### config.mk
export PLATFORM = sky130hd
export DESIGN_NAME = fetch_pc_unit
export DESIGN_NICKNAME = d
export VERILOG_FILES = /design/src/rtl/fetch_pc_pkg.sv /design/src/rtl/fetch_pc_unit_ras_stack.sv /design/src/rtl/fetch_pc_unit.sv
export SDC_FILE = /design/constraint.sdc
export NUM_CORES = 1
export LEC_CHECK = 0
export BUFFER_PORTS_ARGS = -buffer_cell sky130_fd_sc_hd__buf_2
export CORE_UTILIZATION = 50
export CTS_CLUSTER_DIAMETER = 50
export DETAILED_ROUTE_END_ITERATION = 10
export HOLD_SLACK_MARGIN = 0.06
export PLACE_DENSITY = 0.74
export SETUP_SLACK_MARGIN = 0.4
export SLEW_MARGIN = 20
export SYNTH_ARGS = -nofsm -noshare
export SYNTH_HDL_FRONTEND = slang
export SYNTH_SLANG_ARGS = --single-unit
### constraint.sdc
create_clock -name clk -period 14.6 [get_ports clk]
set_input_delay 2.92 -clock clk [delete_from_list [all_inputs] [get_ports clk]]
set_output_delay 2.92 -clock clk [all_outputs]
set_load 0.005 [all_outputs]
### src/rtl/fetch_pc_pkg.sv
// Shared constants and next-PC selector encoding for the fetch PC unit.
package fetch_pc_pkg;

    localparam int IMM19_W = 19;
    localparam int IMM26_W = 26;
    localparam int INSTR_W = 32;

    typedef enum logic [1:0] {
        NPC_SEQ,
        NPC_BR,
        NPC_RET,
        NPC_HOLD
    } npc_sel_e;

endpackage

### src/rtl/fetch_pc_unit_ras_stack.sv
// Circular return-address stack: a push onto a full stack overwrites the oldest entry,
// and a call+return pair in the same cycle replaces the top entry in place.
module ras_stack #(
    parameter int ADDR_W    = 64,
    parameter int RAS_DEPTH = 4
) (
    input  logic              clk,
    input  logic              reset,
    input  logic              push,
    input  logic              pop,
    input  logic [ADDR_W-1:0] push_addr,
    output logic [ADDR_W-1:0] top_addr,
    output logic              empty,
    output logic              full
);

    localparam int PTR_W = $clog2(RAS_DEPTH);

    logic [ADDR_W-1:0] entries [RAS_DEPTH];
    logic [PTR_W-1:0]  top_ptr;
    logic [PTR_W-1:0]  next_ptr;
    logic [PTR_W:0]    count;

    assign next_ptr = top_ptr + PTR_W'(1);
    assign top_addr = entries[top_ptr];
    assign empty    = (count == '0);
    assign full     = (count == (PTR_W+1)'(RAS_DEPTH));

    // Pointer arithmetic wraps naturally because RAS_DEPTH is a power of two.
    always_ff @(posedge clk) begin
        if (!reset) begin
            top_ptr <= '0;
            count   <= '0;
        end else if (push && pop && !empty) begin
            entries[top_ptr] <= push_addr;
        end else if (push) begin
            top_ptr           <= next_ptr;
            entries[next_ptr] <= push_addr;
            if (!full) begin
                count <= count + (PTR_W+1)'(1);
            end
        end else if (pop && !empty) begin
            top_ptr <= top_ptr - PTR_W'(1);
            count   <= count - (PTR_W+1)'(1);
        end
    end

endmodule

### src/rtl/fetch_pc_unit.sv
// Fetch/decode PC pair with one-bubble branch and return redirect.
// Define FETCH_PC_RAS_EN to build in the return-address stack.
module fetch_pc_unit
    import fetch_pc_pkg::*;
#(
    parameter int               ADDR_W    = 64,
    parameter logic [ADDR_W-1:0] RESET_PC = '0,
    parameter int               RAS_DEPTH = 4
) (
    input  logic               clk,
    input  logic               reset,
    input  logic [INSTR_W-1:0] instruction,
    input  logic               stall,
    input  logic               br_taken,
    input  logic               uncond_br,
    input  logic               is_call,
    input  logic               is_ret,
    input  logic [ADDR_W-1:0]  reg_target,
    output logic [ADDR_W-1:0]  pc_fetch,
    output logic [ADDR_W-1:0]  pc_dec,
    output logic               dec_valid,
    output logic               redirect,
    output logic               ras_empty,
    output logic               ras_full
);

    localparam int OFF_W = IMM26_W + 2;
    localparam int EXT_W = (ADDR_W > OFF_W) ? ADDR_W : OFF_W;

    npc_sel_e           npc_sel;
    logic               qual_br;
    logic               qual_ret;
    logic signed [OFF_W-1:0] br_off_raw;
    logic [EXT_W-1:0]   br_off_ext;
    logic [ADDR_W-1:0]  br_target;
    logic [ADDR_W-1:0]  ret_addr;
    logic [ADDR_W-1:0]  ret_target;
    logic [ADDR_W-1:0]  pc_next;
    logic [5:0]         instr_unused;

    assign qual_br      = dec_valid && br_taken;
    assign qual_ret     = dec_valid && is_ret;
    assign instr_unused = instruction[INSTR_W-1:IMM26_W];

    // Both immediates are built pre-shifted at 28 bits, then sign-extended to the PC width.
    always_comb begin
        br_off_raw = uncond_br ? {instruction[IMM26_W-1:0], 2'b00}
                               : {{(IMM26_W-IMM19_W){instruction[IMM19_W+4]}},
                                  instruction[IMM19_W+4:5], 2'b00};
        br_off_ext = EXT_W'(br_off_raw);
    end

    assign br_target = pc_dec + br_off_ext[ADDR_W-1:0];
    assign ret_addr  = pc_dec + ADDR_W'(4);

`ifdef FETCH_PC_RAS_EN
    logic              ras_push;
    logic              ras_pop;
    logic [ADDR_W-1:0] ras_top;

    assign ras_push = reset && !stall && qual_br && is_call;
    assign ras_pop  = reset && !stall && qual_ret;

    ras_stack #(
        .ADDR_W    (ADDR_W),
        .RAS_DEPTH (RAS_DEPTH)
    ) u_ras (
        .clk       (clk),
        .reset     (reset),
        .push      (ras_push),
        .pop       (ras_pop),
        .push_addr (ret_addr),
        .top_addr  (ras_top),
        .empty     (ras_empty),
        .full      (ras_full)
    );

    assign ret_target = ras_empty ? reg_target : ras_top;
`else
    logic ras_unused;

    assign ras_unused = is_call ^ (|ret_addr);
    assign ret_target = reg_target;
    assign ras_empty  = 1'b1;
    assign ras_full   = 1'b0;
`endif

    always_comb begin
        npc_sel  = NPC_SEQ;
        pc_next  = pc_fetch + ADDR_W'(4);
        redirect = 1'b0;
        if (stall) begin
            npc_sel = NPC_HOLD;
        end else if (qual_ret) begin
            npc_sel = NPC_RET;
        end else if (qual_br) begin
            npc_sel = NPC_BR;
        end
        case (npc_sel)
            NPC_HOLD: pc_next = pc_fetch;
            NPC_RET:  pc_next = ret_target;
            NPC_BR:   pc_next = br_target;
            default:  pc_next = pc_fetch + ADDR_W'(4);
        endcase
        redirect = reset && ((npc_sel == NPC_RET) || (npc_sel == NPC_BR));
    end

    // The slot fetched alongside a redirect is wrong-path, so it enters decode invalid.
    always_ff @(posedge clk) begin
        if (!reset) begin
            pc_fetch  <= RESET_PC;
            pc_dec    <= RESET_PC;
            dec_valid <= 1'b0;
        end else if (!stall) begin
            pc_fetch  <= pc_next;
            pc_dec    <= pc_fetch;
            dec_valid <= !redirect;
        end
    end

endmodule

==> results of run 1 <==
## area by class of cell
type                    instances  area [um^2]
well taps                     275        344.1
repair buffers                240         1244
clock inverters                 5        77.57
diodes                          4        10.01
clock buffers                  25        495.5
multi-input cells            1169         7712
flip-flops and latches        129         2582
inverters                      21        78.83
fillers                      1957         8477
## cells in the mapped netlist, drive strengths merged, types with 22 or more instances
library cell,n,share of area [%]
xnor2,34,2.8
nand3,46,2.2
a31oi,22,1.3
nor2,71,2.6
mux2i,66,6.1
a221oi,38,3.2
nor2b,81,4.7
o21ai,101,4.7
nand4,24,1.5
nand2,177,6.2
ha,65,7.6
xor2,22,1.8
dfxtp,129,24
clkbuf,74,2.7
a21o,31,2.2
a21oi,148,6.9
## through the flow
stage	setup slack, ps	instance area [um^2]	util [%]
floorplan	6632	10750	-
global placement	7551	11960	56.90
detailed placement	7509	11960	56.90
CTS	7536	12530	59.63
global route	7488	12540	59.68
finish	7556	12540	59.68
## kinds of logic (layout without fill, tap and decap cells)
group           Yosys count  in the layout  synth area share [%]
fa+ha+maj                66             66                 7.751
other cells               2              6               0.06985
compound gates          464            464                 27.56
xor+xnor                 56             56                 4.562
simple gates            498            498                 23.75
buf+inv                 113            291                 4.364
mux                      83             83                 7.925
flops                   129            129                 24.02
## state kept, by name, summed over array words and instances, names as in the netlist
signal and count:
pc_fetch 64, dec_valid 1, pc_dec 64
## final timing paths
path	endpoint	depth (start not counted)	slack [ps]
worst max-delay path	redirect	5	7560
worst min-delay path	pc_fetch[0]	2	530
worst max register to register	pc_fetch[47]	11	11120
worst min register to register	pc_fetch[0]	2	530
## cell usage in the layout, fill, tap and decap left out, types with 18 or more instances in the layout
| cell | Yosys | routed |
|---|---|---|
| sky130_fd_sc_hd__a21o_1 | 31 | 31 |
| sky130_fd_sc_hd__a21oi_1 | 147 | 147 |
| sky130_fd_sc_hd__a221oi_1 | 37 | 37 |
| sky130_fd_sc_hd__a31oi_1 | 22 | 22 |
| sky130_fd_sc_hd__and3_1 | 18 | 18 |
| sky130_fd_sc_hd__buf_2 | 8 | 223 |
| sky130_fd_sc_hd__dfxtp_1 | 129 | 129 |
| sky130_fd_sc_hd__ha_1 | 65 | 63 |
| sky130_fd_sc_hd__inv_1 | 21 | 21 |
| sky130_fd_sc_hd__mux2i_1 | 66 | 66 |
| sky130_fd_sc_hd__nand2_1 | 174 | 174 |
| sky130_fd_sc_hd__nand3_1 | 45 | 45 |
| sky130_fd_sc_hd__nand4_1 | 23 | 23 |
| sky130_fd_sc_hd__nor2_1 | 69 | 68 |
| sky130_fd_sc_hd__nor2b_1 | 81 | 81 |
| sky130_fd_sc_hd__nor3_1 | 21 | 21 |
| sky130_fd_sc_hd__o21ai_0 | 94 | 94 |
| sky130_fd_sc_hd__xnor2_1 | 34 | 34 |
| sky130_fd_sc_hd__xor2_1 | 22 | 22 |
## routing by layer
layer	vias up	track usage (%)	share of wire (%)
li1	5565	-	-
met4	0	15.00	3.3
met5	-	0	0
met3	78	5.644	9.2
met2	613	52.34	44
met1	5467	45.81	43
## power by group through the flow
stage / combinational, mW / sequential, mW / clock, mW
2_1_floorplan: 0.193 / 0.404 / 0
3_3_place_gp: 0.279 / 0.410 / 0
3_5_place_dp: 0.282 / 0.411 / 0
4_1_cts: 0.284 / 0.403 / 0.434
5_1_grt: 0.315 / 0.407 / 0.451
6_report: 0.289 / 0.404 / 0.433
## worst reg2reg max path, delay by kind of cell (launching register included)
kind,cells,cell delay [ps]
adders and majority gates,1,450
DFF,1,350
xor gates and xnor gates,1,230
and+or+nand+nor,4,800
AOI/OAI and AO/OA,5,1580
==> results_tabular.tex, run 1 <==
\begin{tabular}{lr}
\hline
Metric & Value \\
\hline
\multicolumn{2}{l}{\textbf{Run status}} \\
\quad Run status & finished clean \\
\multicolumn{2}{l}{\textbf{Route}} \\
\quad Detailed-route via count & 11720 \\
\quad Vias per std cell & between 6 and 7 \\
\quad Drt initial violations & between 1000 and 1500 \\
\quad ANT nets after route & 0 \\
\quad Router iterations before antenna repair & 6 \\
\quad Routed wire length per instance & between 20 and 25 um \\
\quad Final routed DRC violation total & 0 \\
\quad Total routed wirelength & 37480 um \\
\multicolumn{2}{l}{\textbf{Power and ir drop}} \\
\quad Largest voltage drop on the vdd net & between 60 and 70 uV \\
\quad Pwr/cell area & roughly 90 nW/um\^{}2 \\
\quad Sw power & about 0.37 mW \\
\quad Fraction of power consumed by combinational cells & between 20\% and 30\% \\
\quad Total power of the final layout & $\sim$1.1 mW \\
\quad Cell Int Power & approximately 0.76 mW \\
\quad Clock network fraction of design power & 38.4\% \\
\quad Reg power frac & a little over a third \\
\quad Proportion of total power due to net switching & 32.77\% \\
\quad Leakage power total & 5.547 nW \\
\multicolumn{2}{l}{\textbf{Floorplan}} \\
\quad Placeable core region & 21020 um\^{}2 \\
\quad Area of the die & 22090 um\^{}2 \\
\quad Number of primary I/O pins & about 240 \\
\quad Die boundary height & 148.6 um \\
\quad Site row count & 53 \\
\quad Horizontal extent of the die & approximately 150 um \\
\quad Starting Density & around 51\% \\
\multicolumn{2}{l}{\textbf{Critical path}} \\
\quad Sum of buffers and inverters on the critical path & 2 \\
\quad Required time at the worst-slack endpoint & approximately 12000 ps \\
\quad Library cell contributing the largest single delay on the critical path & sky130\_fd\_sc\_hd\_\_buf\_4 \\
\quad CP cell instances & buf\_4, a21o\_1, ha\_2, nor2b\_1, buf\_2 \\
\quad Max FO, Critical Path & 36 \\
\quad Arrival time worst endpoint & about 4100 ps \\
\quad Origin of the worst setup path & stall \\
\quad Start-to-end type of the worst setup path & in2out \\
\quad Worst reg2reg startpoint & pc\_dec[24] \\
\quad Max stage delay on crit path & approximately 480 ps \\
\quad Crit end category & output port \\
\quad Delay-heaviest family, CP & buffers and inverters \\
\quad Startpoint Class & primary input \\
\multicolumn{2}{l}{\textbf{Clocking}} \\
\quad Total of cells resized after clock tree synthesis & 0 \\
\quad Number of clock sinks & about 130 \\
\quad Number of post-CTS setup repair buffers & 0 \\
\quad Hold-fix buffers at CTS & 0 \\
\quad TritonCTS clock tree & done \\
\quad Clock transition at the register clock pins on the worst setup and hold paths after CTS & roughly 60 ps \\
\quad H-tree lvl count & 4 \\
\quad Master cell of the clock root buffer & sky130\_fd\_sc\_hd\_\_clkbuf\_16 \\
\quad TritonCTS Buffers & 17 \\
\quad Skew-Pair Late Insertion Delay & 430 ps \\
\quad Max clock buf depth & 2 \\
\multicolumn{2}{l}{\textbf{Global routing}} \\
\quad Antenna violations before repair & 4 \\
\quad Global routing usage summed across all routing layers & approximately a third \\
\quad Maximum number of pins on one net before global-route repair & around 80 \\
\quad Aggregate global routing overflow & 0 \\
\quad First-pass GRT wire length & between 50000 and 60000 um \\
\quad Via count of the first global-routing pass & about 11000 \\
\multicolumn{2}{l}{\textbf{Cells and area}} \\
\quad Post-Layout Cell Count & about 1900 \\
\quad Net count reported at finish & between 1500 and 2000 \\
\quad Fraction of final layout cells sized beyond drive strength 1 & around a fifth \\
\quad Area growth, synth to finish & 16.68\% \\
\multicolumn{2}{l}{\textbf{Min path}} \\
\quad Worst hold path type & reg2reg \\
\quad Worst Hold Launch & pc\_fetch[0] \\
\multicolumn{2}{l}{\textbf{Timing}} \\
\quad Max\_slew headroom & 29.41\% \\
\quad Final Max Slew Viols & 0 \\
\quad Max Clk Rate & approximately 140 MHz \\
\quad Final hold violations & 0 \\
\quad Layout Skew & around 10 ps \\
\quad Final worst hold slack & roughly 530 ps \\
\quad Final TNS setup & 0 ps \\
\quad Unrepaired setup endpoints after global routing & false \\
\quad Final setup violating endpoints & 0 \\
\quad Slew @ Worst Pin & between 1000 and 1500 ps \\
\quad Final critical-path share of the clock period & 48.25\% \\
\quad Time the final worst path needs with I/O delays and setup & approximately 7000 ps \\
\multicolumn{2}{l}{\textbf{Logic synthesis}} \\
\quad Main flop type after synthesis & sky130\_fd\_sc\_hd\_\_dfxtp\_1 \\
\quad Share of synthesized flip-flops with an asynchronous set or reset & 0\% \\
\quad Total nets after synthesis & 1580 \\
\quad Number of instances in the synthesized netlist & around 1400 \\
\quad Mapped cell area & around 11000 um\^{}2 \\
\quad Seq cells post-synth & approximately 130 \\
\quad Synth unique cells & 75 \\
\quad Total number of yosys warnings & 0 \\
\quad Post-Syn Area per Cell & 7.620 um\^{}2 \\
\quad Sequential area share after synthesis & approximately 24\% \\
\quad Number of flops mapped to enable cells by yosys & 0 \\
\multicolumn{2}{l}{\textbf{Placed design}} \\
\quad Post-detailed-placement half-perimeter wirelength & 27220 um \\
\quad Cell total after placement & around 1800 \\
\quad Final Wtd Congestion & 0.9790 \\
\quad Number of buffer cells added on primary ports & about 230 \\
\multicolumn{2}{l}{\textbf{Job}} \\
\quad Max-capacitance violation count & 0 \\
\hline
\end{tabular}
(Power assumes the default switching activity.)
==> run 2, diff against run 1 <==
==> constraint.sdc (replaced) <==
create_clock -name clk -period 7.2 [get_ports clk]
set_input_delay 1.44 -clock clk [delete_from_list [all_inputs] [get_ports clk]]
set_output_delay 1.44 -clock clk [all_outputs]
set_load 0.005 [all_outputs]
==> results_tabular.tex, run 2 (synthesis results as in run 1) <==
\begin{tabular}{lr}
\hline
Metric & Value \\
\hline
\multicolumn{2}{l}{\textbf{Timing}} \\
\quad Time the final worst path needs with I/O delays and setup & between 5000 and 6000 ps \\
\quad Unrepaired setup endpoints after global routing & false \\
\quad Final setup violating endpoints & 0 (unchanged) \\
\quad Final Max Slew Viols & 0 (unchanged) \\
\quad Max Clk Rate & between 150 and 200 MHz \\
\quad Final worst hold slack & 519.0 ps (-13.47 ps) \\
\quad Max\_slew headroom & 26.19\% (-3.2 points) \\
\quad Final TNS setup & 0 ps (unchanged) \\
\quad Slew @ Worst Pin & 1097 ps (+47.90 ps) \\
\quad Layout Skew & 12.45 ps (+2.442 ps) \\
\quad Final hold violations & 0 (unchanged) \\
\quad Final critical-path share of the clock period & around three quarters \\
\multicolumn{2}{l}{\textbf{Floorplan}} \\
\quad Site row count & 53 (unchanged) \\
\quad Die boundary height & 148.6 um (unchanged) \\
\quad Horizontal extent of the die & 148.6 um (unchanged) \\
\quad Starting Density & 51.15\% (unchanged) \\
\quad Placeable core region & 21020 um\^{}2 (unchanged) \\
\quad Area of the die & 22090 um\^{}2 (unchanged) \\
\quad Number of primary I/O pins & 235 (unchanged) \\
\multicolumn{2}{l}{\textbf{Cells and area}} \\
\quad Fraction of final layout cells sized beyond drive strength 1 & 20.09\% (+0.45 points) \\
\quad Area growth, synth to finish & 17.20\% \\
\quad Leading cell type in the layout, fill and taps excluded & sky130\_fd\_sc\_hd\_\_buf\_2 \\
\quad Regs by FF count & pc\_dec: 64 flops, pc\_fetch: 64 flops, dec\_valid: 1 flops \\
\quad Post-Layout Cell Count & 1869 (+0.054\%) \\
\quad Number of inserted filler cells in the final layout & 2001 (+2.2\%) \\
\quad Net count reported at finish & 1749 (+0.11\%) \\
\quad Final core occ & 59.94\% (+0.27 points) \\
\quad Most used cells in the layout excluding fill and tap cells & sky130\_fd\_sc\_hd\_\_buf\_2, sky130\_fd\_sc\_hd\_\_nand2\_1, sky130\_fd\_sc\_hd\_\_a21oi\_1 \\
\quad Total area of multi-input combinational cells & 7712 um\^{}2 (unchanged) \\
\quad Sequential standard cell area & 2582 um\^{}2 (unchanged) \\
\multicolumn{2}{l}{\textbf{Clocking}} \\
\quad Number of clock sinks & 129 (unchanged) \\
\quad Master cell of the clock root buffer & sky130\_fd\_sc\_hd\_\_clkbuf\_16 \\
\quad Max clock buf depth & 2 (unchanged) \\
\quad Total of cells resized after clock tree synthesis & 0 (unchanged) \\
\quad Hold-fix buffers at CTS & 0 (unchanged) \\
\quad TritonCTS clock tree & done \\
\quad Skew-Pair Late Insertion Delay & 430 ps (about the same) \\
\quad Clock transition at the register clock pins on the worst setup and hold paths after CTS & 60 ps (about the same) \\
\quad TritonCTS Buffers & 17 (unchanged) \\
\quad Number of post-CTS setup repair buffers & 0 (unchanged) \\
\quad H-tree lvl count & 4 (unchanged) \\
\multicolumn{2}{l}{\textbf{Power and ir drop}} \\
\quad Pwr/cell area & 186.0 nW/um\^{}2 (+110\%) \\
\quad Largest voltage drop on the vdd net & 147.8 uV (+120\%) \\
\quad Leakage power total & 5.580 nW (+0.60\%) \\
\multicolumn{2}{l}{\textbf{Critical path}} \\
\quad Required time at the worst-slack endpoint & 7520 ps (-4160 ps) \\
\quad Arrival time worst endpoint & 5760 ps (+1640 ps) \\
\quad Delay-heaviest family, CP & compound AO/OA/AOI/OAI gates \\
\quad Capturing point of the worst reg2reg path & pc\_fetch[48] \\
\quad Max FO, Critical Path & 29 (-19\%) \\
\quad Max stage delay on crit path & 700 ps (+220 ps) \\
\quad Start-to-end type of the worst setup path & in2reg \\
\quad Startpoint Class & primary input \\
\quad Worst reg-to-reg setup slack & 3710 ps (-7410 ps) \\
\quad Library cell contributing the largest single delay on the critical path & sky130\_fd\_sc\_hd\_\_a2111oi\_1 \\
\quad Logic depth of the worst register-to-register path & 13 (+2) \\
\quad Crit end category & register \\
\quad Worst reg2reg startpoint & pc\_dec[2] \\
\quad CP cell instances & buf\_2, nand2b\_1, nand2\_1, buf\_4, ha\_1, a21o\_1, a21o\_1, a221oi\_1, nor2\_1, a2111oi\_1, nand2\_1, o21ai\_1, o221ai\_1, xnor2\_1, a22o\_1 \\
\quad Sum of buffers and inverters on the critical path & 2 (unchanged) \\
\multicolumn{2}{l}{\textbf{Global routing}} \\
\quad Global routing usage summed across all routing layers & 33.81\% (+0.044 points) \\
\quad Via count of the first global-routing pass & 10850 (+1.1\%) \\
\quad Global-route track usage on met3 & 4.448\% (-1.2 points) \\
\quad First-pass GRT wire length & 58620 um (+0.75\%) \\
\quad Antenna violations before repair & 1 (-3) \\
\quad Routing usage on met2 & 53.93\% (+1.6 points) \\
\quad Met1 track demand over resource & 46.25\% (+0.44 points) \\
\quad Maximum number of pins on one net before global-route repair & 85 (+3.7\%) \\
\quad Global-route layer with the greatest usage & met2 \\
\quad Aggregate global routing overflow & 0 (unchanged) \\
\multicolumn{2}{l}{\textbf{Placed design}} \\
\quad Cell total after placement & 1836 (+0.11\%) \\
\quad Number of buffer cells added on primary ports & 225 (unchanged) \\
\quad Post-detailed-placement half-perimeter wirelength & 27820 um (+2.2\%) \\
\quad Final Wtd Congestion & 0.9570 (-2.2\%) \\
\multicolumn{2}{l}{\textbf{Route}} \\
\quad Drt initial violations & 1152 (-3.5\%) \\
\quad ANT nets after route & 0 (unchanged) \\
\quad Routed wire length per instance & 20.21 um (+0.72\%) \\
\quad Total routed wirelength & 37770 um (+0.77\%) \\
\quad Detailed-route via count & 11850 (+1.1\%) \\
\quad Router iterations before antenna repair & 6 (unchanged) \\
\quad Vias per std cell & 6.339 (+1.0\%) \\
\quad Final routed DRC violation total & 0 (unchanged) \\
\multicolumn{2}{l}{\textbf{Job}} \\
\quad Max-capacitance violation count & 0 (unchanged) \\
\multicolumn{2}{l}{\textbf{Min path}} \\
\quad Worst Hold Depth & 2 (unchanged) \\
\quad End point of the worst hold path & pc\_fetch[1] \\
\quad Worst hold path type & reg2reg \\
\quad Worst Hold Launch & pc\_fetch[1] \\
\multicolumn{2}{l}{\textbf{Run status}} \\
\quad Run status & finished clean \\
\hline
\end{tabular}
## run 2: power breakdown
group	internal (mW)	switching (mW)
logic	0.236	0.353
registers	0.758	0.0612
clock network	0.574	0.362
total	1.57	0.776
## run 2: layer usage
layer / vias to the layer above / wire length, um
met1: 5591 / 16410
met5: - / 0
met2: 620 / 17130
met3: 76 / 3133
li1: 5561 / -
met4: 0 / 1096
## run 2: final cells by class
| class | count | area share [%] |
|---|---|---|
| Timing Repair Buffer | 242 | 9.989 |
| Clock buffer | 20 | 3.704 |
| Inverter | 21 | 0.6256 |
| Multi-Input combinational cell | 1169 | 61.21 |
| Tap cell | 275 | 2.731 |
| Clock inverter | 12 | 1.231 |
| Sequential cell | 129 | 20.49 |
| Antenna cell | 1 | 0.01986 |
## run 2: worst max-delay path by stage
stage	start	end	slack, ps	cells after the start
2_1_floorplan	uncond_br	pc_fetch[57]	1950	15
3_3_place_gp	uncond_br	pc_fetch[57]	1400	15
3_5_place_dp	uncond_br	pc_fetch[57]	1370	15
4_1_cts	uncond_br	pc_fetch[57]	1790	15
5_1_grt	uncond_br	pc_fetch[57]	1430	15
6_report	uncond_br	pc_fetch[57]	1760	15
## run 2: stage by stage
step	instance area (um^2)	setup slack, ps	power (mW)
after detailed placement	11980	1371	1.407
after global placement	11980	1396	1.400
after global routing	12600	1432	2.437
final	12600	1761	2.344
after floorplan	10750	1948	1.210
after CTS	12600	1795	2.333
## run 2: tightest hold or removal path: stages (launching register included)
cell,delay [ps]
sky130_fd_sc_hd__dfxtp_1,320
sky130_fd_sc_hd__nor2_1,100
sky130_fd_sc_hd__nor3b_1,50
